$ cat config.mk
export PLATFORM = sky130hd
export DESIGN_NAME = nor_prealign
export DESIGN_NICKNAME = d
export VERILOG_FILES = /design/src/rtl/nor_prealign.sv
export SDC_FILE = /design/constraint.sdc
export NUM_CORES = 1
export LEC_CHECK = 0
export ABC_AREA = 1
export BUFFER_PORTS_ARGS = -buffer_cell sky130_fd_sc_hd__buf_2
export CAP_MARGIN = 30
export CORE_ASPECT_RATIO = 0.8
export CORE_UTILIZATION = 40
export DETAILED_ROUTE_END_ITERATION = 6
export PLACE_DENSITY = 0.71
export SLEW_MARGIN = 20
export SYNTH_ARGS = -nofsm -noshare
export SYNTH_HDL_FRONTEND = slang
export SYNTH_SLANG_ARGS = --single-unit
export TNS_END_PERCENT = 10
$ cat constraint.sdc
create_clock -name i_clk -period 3.03 [get_ports i_clk]
set_input_delay 0.303 -clock i_clk [delete_from_list [all_inputs] [get_ports i_clk]]
set_output_delay 0.303 -clock i_clk [all_outputs]
set_load 0.05 [all_outputs]
$ cat src/rtl/nor_prealign.sv
// nor_prealign: input-side alignment stage for the FPU add/sub datapath.
// Unpacks two IEEE-754 singles, orders them by magnitude and right-shifts the
// smaller mantissa a few bits per cycle into the 28-bit normalizer format
// {carry, hidden, fraction[22:0], G, R, sticky}.
module nor_prealign #(
    parameter int unsigned SHIFT_STEP = 4,
    parameter int unsigned MAX_DIFF   = 27
) (
    input  logic        i_clk,
    input  logic        i_rst,
    input  logic        i_valid,
    output logic        o_ready,
    input  logic [31:0] i_op_a,
    input  logic [31:0] i_op_b,
    input  logic        i_sub,
    output logic        o_valid,
    input  logic        i_ready,
    output logic [7:0]  o_exp,
    output logic [27:0] o_mant_a,
    output logic [27:0] o_mant_b,
    output logic        o_sign_a,
    output logic        o_sign_b,
    output logic        o_aos_alu,
    output logic        o_swap,
    output logic        o_special
);

    localparam logic [7:0] STEP_W = 8'(SHIFT_STEP);
    localparam logic [7:0] MAX_W  = 8'(MAX_DIFF);

    typedef enum logic [1:0] {
        S_IDLE  = 2'd0,
        S_ALIGN = 2'd1,
        S_DONE  = 2'd2
    } state_t;

    state_t      state_q;
    logic [7:0]  exp_q;
    logic [27:0] mant_a_q;
    logic [27:0] mant_b_q;
    logic        sign_a_q;
    logic        sign_b_q;
    logic        aos_q;
    logic        swap_q;
    logic        special_q;
    logic        valid_q;
    logic [7:0]  rem_q;

    // Unpacked / ordered view of the incoming operand pair
    logic        sa, sb, sb_eff;
    logic [7:0]  ea, eb, eea, eeb;
    logic [22:0] fa, fb;
    logic [27:0] ma, mb;
    logic        swap_d, special_d, sgn_big_d, sgn_small_d;
    logic [27:0] big_m_d, small_m_d;
    logic [7:0]  big_e_d, diff_raw, diff_d;

    // Shift datapath for one ALIGN cycle
    logic [7:0]  step;
    logic [27:0] shift_mask;
    logic [27:0] shifted;
    logic        lost;

    // Operand unpack, magnitude ordering and clamped exponent difference
    always_comb begin
        sa     = i_op_a[31];
        ea     = i_op_a[30:23];
        fa     = i_op_a[22:0];
        sb     = i_op_b[31];
        eb     = i_op_b[30:23];
        fb     = i_op_b[22:0];
        sb_eff = sb ^ i_sub;

        ma  = {1'b0, |ea, fa, 3'b000};
        mb  = {1'b0, |eb, fb, 3'b000};
        eea = (ea == 8'd0) ? 8'd1 : ea;
        eeb = (eb == 8'd0) ? 8'd1 : eb;

        swap_d    = {eb, fb} > {ea, fa};
        special_d = (&ea) | (&eb);

        big_m_d     = ma;
        small_m_d   = mb;
        big_e_d     = ea;
        diff_raw    = eea - eeb;
        sgn_big_d   = sa;
        sgn_small_d = sb_eff;
        if (swap_d) begin
            big_m_d     = mb;
            small_m_d   = ma;
            big_e_d     = eb;
            diff_raw    = eeb - eea;
            sgn_big_d   = sb_eff;
            sgn_small_d = sa;
        end

        if (special_d)
            diff_d = 8'd0;
        else if (diff_raw >= MAX_W)
            diff_d = MAX_W;
        else
            diff_d = diff_raw;
    end

    // Per-cycle shift of the small mantissa; dropped bits fold into sticky
    always_comb begin
        step       = (rem_q < STEP_W) ? rem_q : STEP_W;
        shift_mask = ~({28{1'b1}} << step);
        shifted    = mant_b_q >> step;
        lost       = |(mant_b_q & shift_mask);
    end

    // Control FSM with registered result fields
    always_ff @(posedge i_clk or posedge i_rst) begin
        if (i_rst) begin
            state_q   <= S_IDLE;
            exp_q     <= '0;
            mant_a_q  <= '0;
            mant_b_q  <= '0;
            sign_a_q  <= 1'b0;
            sign_b_q  <= 1'b0;
            aos_q     <= 1'b0;
            swap_q    <= 1'b0;
            special_q <= 1'b0;
            valid_q   <= 1'b0;
            rem_q     <= '0;
        end else begin
            case (state_q)
                S_IDLE: begin
                    if (i_valid) begin
                        exp_q     <= big_e_d;
                        mant_a_q  <= big_m_d;
                        sign_a_q  <= sgn_big_d;
                        sign_b_q  <= sgn_small_d;
                        aos_q     <= sa ^ sb_eff;
                        swap_q    <= swap_d;
                        special_q <= special_d;
                        rem_q     <= diff_d;
                        if (diff_d == 8'd0) begin
                            mant_b_q <= small_m_d;
                            valid_q  <= 1'b1;
                            state_q  <= S_DONE;
                        end else if (diff_d >= MAX_W) begin
                            mant_b_q <= {27'd0, |small_m_d};
                            valid_q  <= 1'b1;
                            state_q  <= S_DONE;
                        end else begin
                            mant_b_q <= small_m_d;
                            state_q  <= S_ALIGN;
                        end
                    end
                end
                S_ALIGN: begin
                    mant_b_q <= {shifted[27:1], shifted[0] | lost};
                    rem_q    <= rem_q - step;
                    if (rem_q == step) begin
                        valid_q <= 1'b1;
                        state_q <= S_DONE;
                    end
                end
                S_DONE: begin
                    if (i_ready) begin
                        valid_q <= 1'b0;
                        state_q <= S_IDLE;
                    end
                end
                default: state_q <= S_IDLE;
            endcase
        end
    end

    assign o_ready   = (state_q == S_IDLE);
    assign o_valid   = valid_q;
    assign o_exp     = exp_q;
    assign o_mant_a  = mant_a_q;
    assign o_mant_b  = mant_b_q;
    assign o_sign_a  = sign_a_q;
    assign o_sign_b  = sign_b_q;
    assign o_aos_alu = aos_q;
    assign o_swap    = swap_q;
    assign o_special = special_q;

endmodule
==> results of run 1 <==
==> area by class of cell <==
cell class | instances | area (um^2) | area share, %
inverter | 140 | 526.8 | 6.270
multi-input combinational | 735 | 4013 | 47.76
clock buffer | 10 | 239.0 | 2.844
tap | 215 | 269.0 | 3.202
timing repair buffer | 221 | 1405 | 16.72
sequential | 76 | 1902 | 22.64
clock inverter | 6 | 47.55 | 0.5659
==> timing repair <==
item                                    4_1_cts  5_1_grt
setup buffers                                 0        3
endpoints found under the setup margin        0       29
gates resized for setup                       0       16
hold buffers                                  0        0
==> kinds of logic (layout without fill, tap and decap cells) <==
group,after synthesis,after routing
AOI/OAI and AO/OA,238,238
xor gates and xnor gates,13,13
adders and majority gates,48,48
buffers and inverters,201,377
DFF,76,76
muxes,1,1
other,2,5
and+or+nand+nor,430,430
==> cells in the final DEF, fill, tap and decap left out, types with 5 or more instances in the layout <==
master,netlist,routed
a21oi_1,104,104
a21oi_2,12,12
buf_12,0,5
buf_2,6,135
buf_4,4,79
clkbuf_16,0,10
conb_1,2,5
dfrtp_1,76,76
ha_1,46,44
inv_1,136,133
nand2_1,281,280
nand2_2,6,7
nand3_1,29,27
nand3_2,4,6
nand4_1,9,9
nor2_1,73,70
nor2_2,7,10
nor4_1,9,6
o2111ai_1,15,15
o21ai_0,75,75
xor2_1,10,10
==> path summary, 6_finish.rpt <==
| kind | slack [ns] | endpoint | cells after the start | startpoint |
|---|---|---|---|---|
| setup / recovery | 0.16 | o_valid$_DFFE_PP0P_ | 25 | i_op_b[25] |
| hold / removal | 0.06 | o_mant_b[25]$_DFFE_PP0P_ | 2 | i_rst |
| setup reg to reg | 0.34 | o_mant_b[16]$_DFFE_PP0P_ | 14 | rem_q[3]$_DFFE_PP0P_ |
| hold reg to reg | 0.49 | o_sign_b$_DFFE_PP0P_ | 2 | o_sign_b$_DFFE_PP0P_ |
| max in group asynchronous | 2.20 | o_mant_a[18]$_DFFE_PP0P_ | 3 | i_rst |
| min in group i_clk | 0.21 | o_mant_a[3]$_DFFE_PP0P_ | 3 | i_op_b[0] |
==> power groups by stage <==
stage	logic [mW]	registers (mW)	clock network, mW
after floorplan	2.29	3.25	0
after global placement	5.01	1.89	0
after detailed placement	5.06	1.89	0
after CTS	5.09	1.88	1.09
after global routing	5.62	1.96	1.14
final	5.17	1.89	1.08
==> flip-flops by register name (all words and copies together), names as in the netlist, 2 cells and up <==
signal / count
o_mant_b: 28
o_mant_a: 24
o_exp: 8
rem_q: 8
state_q: 2
==> routing by layer <==
| layer | share of wire, % | global-route usage (%) | wire length [um] | vias to the layer above |
|---|---|---|---|---|
| met5 | 0 | 0 | 0 | - |
| met1 | 50 | 35.65 | 10330 | 3310 |
| met2 | 42 | 36.91 | 8596 | 260 |
| li1 | - | - | - | 3612 |
| met4 | 1.0 | 4.514 | 209 | 0 |
| met3 | 7.3 | 5.853 | 1496 | 22 |
==> summary.txt, run 1 <==
Timing
  • RSZ-0062 raised after global routing: true
  • Final Critical Period: between 2 and 3 ns
  • Post-route setup slack: approximately 0.16 ns
  • Final period util: 94.77%
  • Worst-margin pin slew: around 0.78 ns
  • Fmax: about 350 MHz
  • Final Hold Vio Count: 0
  • Max_slew headroom: about half
  • Smallest hold slack: around 0.064 ns
  • # setup viols final: 0
  • Final Skew: around 0.0086 ns
  • Max-slew violations: 0
  • Setup TNS: 0 ns

Synth
  • Simple-gate share of the synthesized area: between 20% and 30%
  • Multiplexer area fraction after synthesis: less than 1%
  • Yosys Warn Count: 0
  • Mean post-synth cell area: ~6.6 um^2
  • Count leader, synth: nand2_1
  • Async S/R FF share, synth: between 90% and 100%
  • #FFs+latches synth: 76
  • Compound-Gate Fraction of Synth Area: between 20% and 30%
  • Post-Synth Adder-Cell Area: under 10%
  • Area leader, netlist: dfrtp_1
  • Ys flop type: dfrtp_1
  • Post-synthesis xor/xnor area fraction: around 1.7%
  • Number of flops mapped to enable cells by yosys: 0
  • Synth top area share: between 20% and 30%
  • Sequential share of the synthesized area: 28.62%
  • Synth top area cells: dfrtp_1, nand2_1, ha_1
  • Largest family of logic cells by synthesized area: simple AND/OR/NAND/NOR gates
  • Cell variety after synth: 48
  • Post-synthesis cell area: approximately 6600 um^2
  • Syn Inst Count: between 1000 and 1500
  • Post-synth top cells: nand2_1, inv_1, a21oi_1

Power
  • Flop pwr share: between 20% and 30%
  • Static leakage: around 4.5 nW
  • Power Density: 969.6 nW/um^2
  • Clk network pwr share: 13.2%
  • Max VDD drop: 648.7 uV
  • Total power draw: between 8 and 9 mW
  • Internal Pwr Total: 3.530 mW
  • Psw: 4.616 mW
  • Fraction of power consumed by combinational cells: 63.5%
  • Switching Fraction: 56.67%

Place
  • Routability congestion estimate: between 0.9 and 1
  • Post-DP HPWL: roughly 15000 um
  • # port buffers: 135
  • Inst Count DP: 1383
  • Dpl ws: -0.2317 ns
  • Post-DP Area: around 8000 um^2

Drt
  • DR iter-0 viols: around 460
  • DRC viols: 0
  • Avg WL per Cell: 14.71 um
  • Antenna Violating Nets Remaining: 0
  • Post-DR vias/cell: roughly 5.1
  • Via count: approximately 7000
  • DRT Wirelength: roughly 21000 um
  • Drt pass-1 iters: 5

Finish
  • Layout Utilization: between 50% and 60%
  • Fin nets: 1300
  • Post-route cell area: about 8400 um^2
  • Syn-to-layout area delta: 26.44%
  • Non-Filler Instances: about 1400
  • Share of layout cells above drive strength 1: 24.49%
  • # diodes: 0
  • Fillers: between 1500 and 2000

Critical path
  • Critical Path AT: 3.11 ns
  • Critical Path End Type: flop
  • CP Data Required Time: between 3 and 4 ns
  • Slowest-stage cell, CP: fa_2
  • CP delay by family, top: simple AND/OR/NAND/NOR gates
  • Critical Path Source Type: primary input
  • Crit-path max FO: 6
  • Most frequent CP cell: nand2_1
  • Bufs and invs on worst path: 6
  • Setup CP Type: primary input to flop
  • Slowest stage delay, CP: 0.34 ns

CTS
  • CTS Buf Count: 9
  • Depth of the CTS H-tree: 3
  • Root buf cell: clkbuf_16
  • Worst-Skew Late Latency: around 0.35 ns
  • CTS Sinks: between 70 and 80
  • Clk slew on worst S/H paths: approximately 0.060 ns
  • CTS tree: built
  • Clk buf depth: 2

Global routing
  • Largest net degree at the start of global routing: 47
  • Global route total overflow: 0
  • Initial antenna violation count: 0
  • First-pass GRT wire length: about 33000 um
  • Vias in the first global route: around 6500
  • Tot GR Track Use: between 20 and 25%

Worst hold path
  • Hold Path Class: primary input to asynchronous set/reset pin

Die
  • Die height: between 100 and 150 um
  • Die Area: 17140 um^2
  • Core Area: ~16000 um^2
  • IO Pins: between 100 and 150
  • Starting density of the core: between 40% and 50%
  • Die width: 146.1 um
  • Placement Rows: 41

Status
  • Status: finished clean

Job
  • Maxcap violations: 0
Note: power is estimated with default switching activity, not from simulation.
==> run 2, diff against run 1 <==
Settings changed: BUFFER_PORTS_ARGS -buffer_cell sky130_fd_sc_hd__buf_2 to -buffer_cell sky130_fd_sc_hd__buf_4, GPL_TIMING_DRIVEN from default to 0.
==> summary.txt, run 2 (same netlist as run 1, synthesis figures left out) <==
Timing
  • RSZ-0062 raised after global routing: true (unchanged)
  • Final Hold Vio Count: 0 (unchanged)
  • Final Critical Period: 3.027 ns (was 2.872 ns)
  • Post-route setup slack: 0.002588 ns (was 0.1584 ns)
  • Final Skew: 0.007364 ns (was 0.008582 ns)
  • # setup viols final: 0 (unchanged)
  • Worst-margin pin slew: 0.7021 ns (was 0.7754 ns)
  • Fmax: 330.3 MHz (was 348.2 MHz)
  • Max-slew violations: 0 (unchanged)
  • Max_slew headroom: 53.19% (was 48.31%)
  • Final period util: 99.91% (was 94.77%)
  • Smallest hold slack: 0.2129 ns (was 0.06436 ns)

Finish
  • Fillers: 1581 (was 1615)
  • Layout Utilization: 53.71% (was 52.49%)
  • Largest register FFs: 28 (unchanged)
  • Multi-input logic area: 4104 um^2 (was 4013 um^2)
  • # diodes: 0 (unchanged)
  • Non-Filler Instances: 1389 (was 1403)
  • Reg area: 1902 um^2 (unchanged)
  • Fin nets: 1288 (was 1300)
  • Syn-to-layout area delta: 29.37% (was 26.44%)
  • Leading cell type in the layout, fill and taps excluded: nand2_1 (unchanged)
  • Most frequent cells in the layout: nand2_1, buf_4, inv_1 (was nand2_1, buf_2, inv_1)
  • Share of layout cells above drive strength 1: 20.78% (was 24.49%)

Place
  • Inst Count DP: 1363 (was 1383)
  • Dpl ws: -0.4045 ns (was -0.2317 ns)
  • Routability congestion estimate: 0.9352 (was 0.9299)
  • # port buffers: 135 (unchanged)
  • Post-DP HPWL: 16490 um (was 15310 um)

Global routing
  • Initial antenna violation count: 0 (unchanged)
  • Largest net degree at the start of global routing: 44 (was 47)
  • Tot GR Track Use: 24.85% (was 24.46%)
  • First-pass GRT wire length: 33400 um (was 33170 um)
  • Global route total overflow: 0 (unchanged)
  • Vias in the first global route: 6488 (was 6494)

Die
  • Core Area: 16010 um^2 (unchanged)
  • Starting density of the core: 41.52% (unchanged)
  • Die Area: 17140 um^2 (unchanged)
  • IO Pins: 140 (unchanged)
  • Die height: 117.3 um (unchanged)
  • Placement Rows: 41 (unchanged)
  • Die width: 146.1 um (unchanged)

Critical path
  • Crit-path max FO: 10 (was 6)
  • Critical Path AT: 3.23 ns (was 3.11 ns)
  • Slowest stage delay, CP: 0.37 ns (was 0.34 ns)
  • Slowest-stage cell, CP: fa_2 (unchanged)
  • Cells along the critical path: buf_6 > nor4_2 > inv_1 > nor2_2 > nor2_2 > inv_1 > ha_2 > inv_2 > fa_2 > inv_2 > nor2_2 > nand2_1 > o211ai_1 > xor2_1 > nand2_2 > nand2_2 > nor2_4 > nand4_1 > nand2_2 > nand3_4 > buf_8 > a21oi_2 > a21oi_1
  • Critical Path Source Type: primary input (unchanged)
  • CP Data Required Time: 3.24 ns (was 3.27 ns)
  • Worst R2R End: o_mant_b[11]$_DFFE_PP0P_ (was o_mant_b[16]$_DFFE_PP0P_)
  • Reg-to-reg startpoint: rem_q[3]$_DFFE_PP0P_ (unchanged)
  • R2R Setup Slk: 0.14 ns (was 0.34 ns)
  • R2R cell count: 13 (was 14)
  • Setup CP Type: primary input to flop (unchanged)
  • Critical Path End Type: flop (unchanged)

CTS
  • CTS tree: built (unchanged)
  • Root buf cell: clkbuf_16 (unchanged)
  • CTS Sinks: 76 (unchanged)
  • Clk slew on worst S/H paths: 0.06 ns (about the same)
  • Worst-Skew Late Latency: 0.35 ns (about the same)
  • CTS Buf Count: 9 (unchanged)
  • Depth of the CTS H-tree: 3 (unchanged)
  • Clk buf depth: 2 (unchanged)

Power
  • Static leakage: 4.406 nW (was 4.477 nW)
  • Max VDD drop: 481.0 uV (was 648.7 uV)
  • Power Density: 999.4 nW/um^2 (was 969.6 nW/um^2)

Job
  • Maxcap violations: 0 (unchanged)

Drt
  • Post-DR vias/cell: 5.129 (was 5.135)
  • Via count: 7124 (was 7204)
  • Drt pass-1 iters: 5 (unchanged)
  • Avg WL per Cell: 15.40 um (was 14.71 um)
  • DRC viols: 0 (unchanged)
  • DR iter-0 viols: 491 (was 462)
  • Antenna Violating Nets Remaining: 0 (unchanged)
  • DRT Wirelength: 21390 um (was 20630 um)

Worst hold path
  • Worst Hold End: o_sign_b$_DFFE_PP0P_
  • Hold path depth: 3
  • Hold path startpoint: i_op_a[31]
  • Hold Path Class: primary input to flop (was primary input to asynchronous set/reset pin)

Status
  • Status: finished clean (unchanged)
-- run 2: changes by cell type in the layout (fill, tap and decap cells not counted), moves of 4 or more --
cell	before	now
clkinvlp_4	4	0
buf_6	1	7
buf_2	135	6
clkbuf_1	0	41
nand2_2	7	12
nor2_1	70	66
buf_4	79	141
buf_12	5	0
nand2_1	280	275
buf_1	0	6
-- run 2: worst max path at each step --
stage | end | slack [ns] | start
floorplan | o_mant_b[4]$_DFFE_PP0P_ | 0.15 | i_op_b[25]
global placement | o_mant_b[4]$_DFFE_PP0P_ | -0.40 | i_op_a[23]
detailed placement | o_mant_b[4]$_DFFE_PP0P_ | -0.40 | i_op_a[27]
CTS | o_mant_b[10]$_DFFE_PP0P_ | 0.004 | i_op_a[27]
global route | o_mant_b[7]$_DFFE_PP0P_ | -0.19 | i_op_b[30]
finish | o_mant_b[13]$_DFFE_PP0P_ | 0.003 | i_op_b[30]
-- run 2: what timing repair did --
item / 4_1_cts / 5_1_grt
setup buffers: 2 / 7
hold buffers: 1 / 0
gates resized for setup: 2 / 51
pin swaps: 4 / 25
gates cloned: 0 / 2
hold endpoints to repair: 33 / 0
setup endpoints to repair: 14 / 33
-- run 2: layout make-up --
cell class                      count  share of cell area (%)
Buffer                             61                   3.289
Timing Repair Buffer              147                   13.65
Multi-Input combinational cell    736                   47.74
Sequential cell                    76                   22.12
Inverter                          140                   6.142
Clock inverter                      4                   1.150
Clock buffer                       10                   2.780
Tap cell                          215                   3.129
-- run 2: layer usage --
layer	track usage [%]	share of wire, %	routed length [um]
met1	35.43	48	10320
met2	37.83	42	9020
met3	6.202	8.0	1709
met4	5.694	1.6	347
met5	0	0	0
-- run 2: power by group --
part           internal [mW]  leakage [nW]  switching, mW
sequential              1.50         0.910          0.408
combinational           1.62          3.33           3.80
clock                  0.819         0.165          0.447
-- run 2: worst max-delay path, delay by kind of cell --
family	cells	cell delay, ns
AOI/OAI and AO/OA	3	0.30
buffers and inverters	6	0.55
and+or+nand+nor	11	1.34
adders and majority gates	2	0.56
xor gates and xnor gates	1	0.16
-- run 2: stage by stage --
step	TNS, ns	cell area (um^2)	total power, mW
finish	0	8597	8.592
detailed placement	-10.35	7969	7.135
CTS	0	8334	8.450
global route	-3.995	8597	9.155
floorplan	0	6656	5.542
global placement	-30.81	7939	7.093
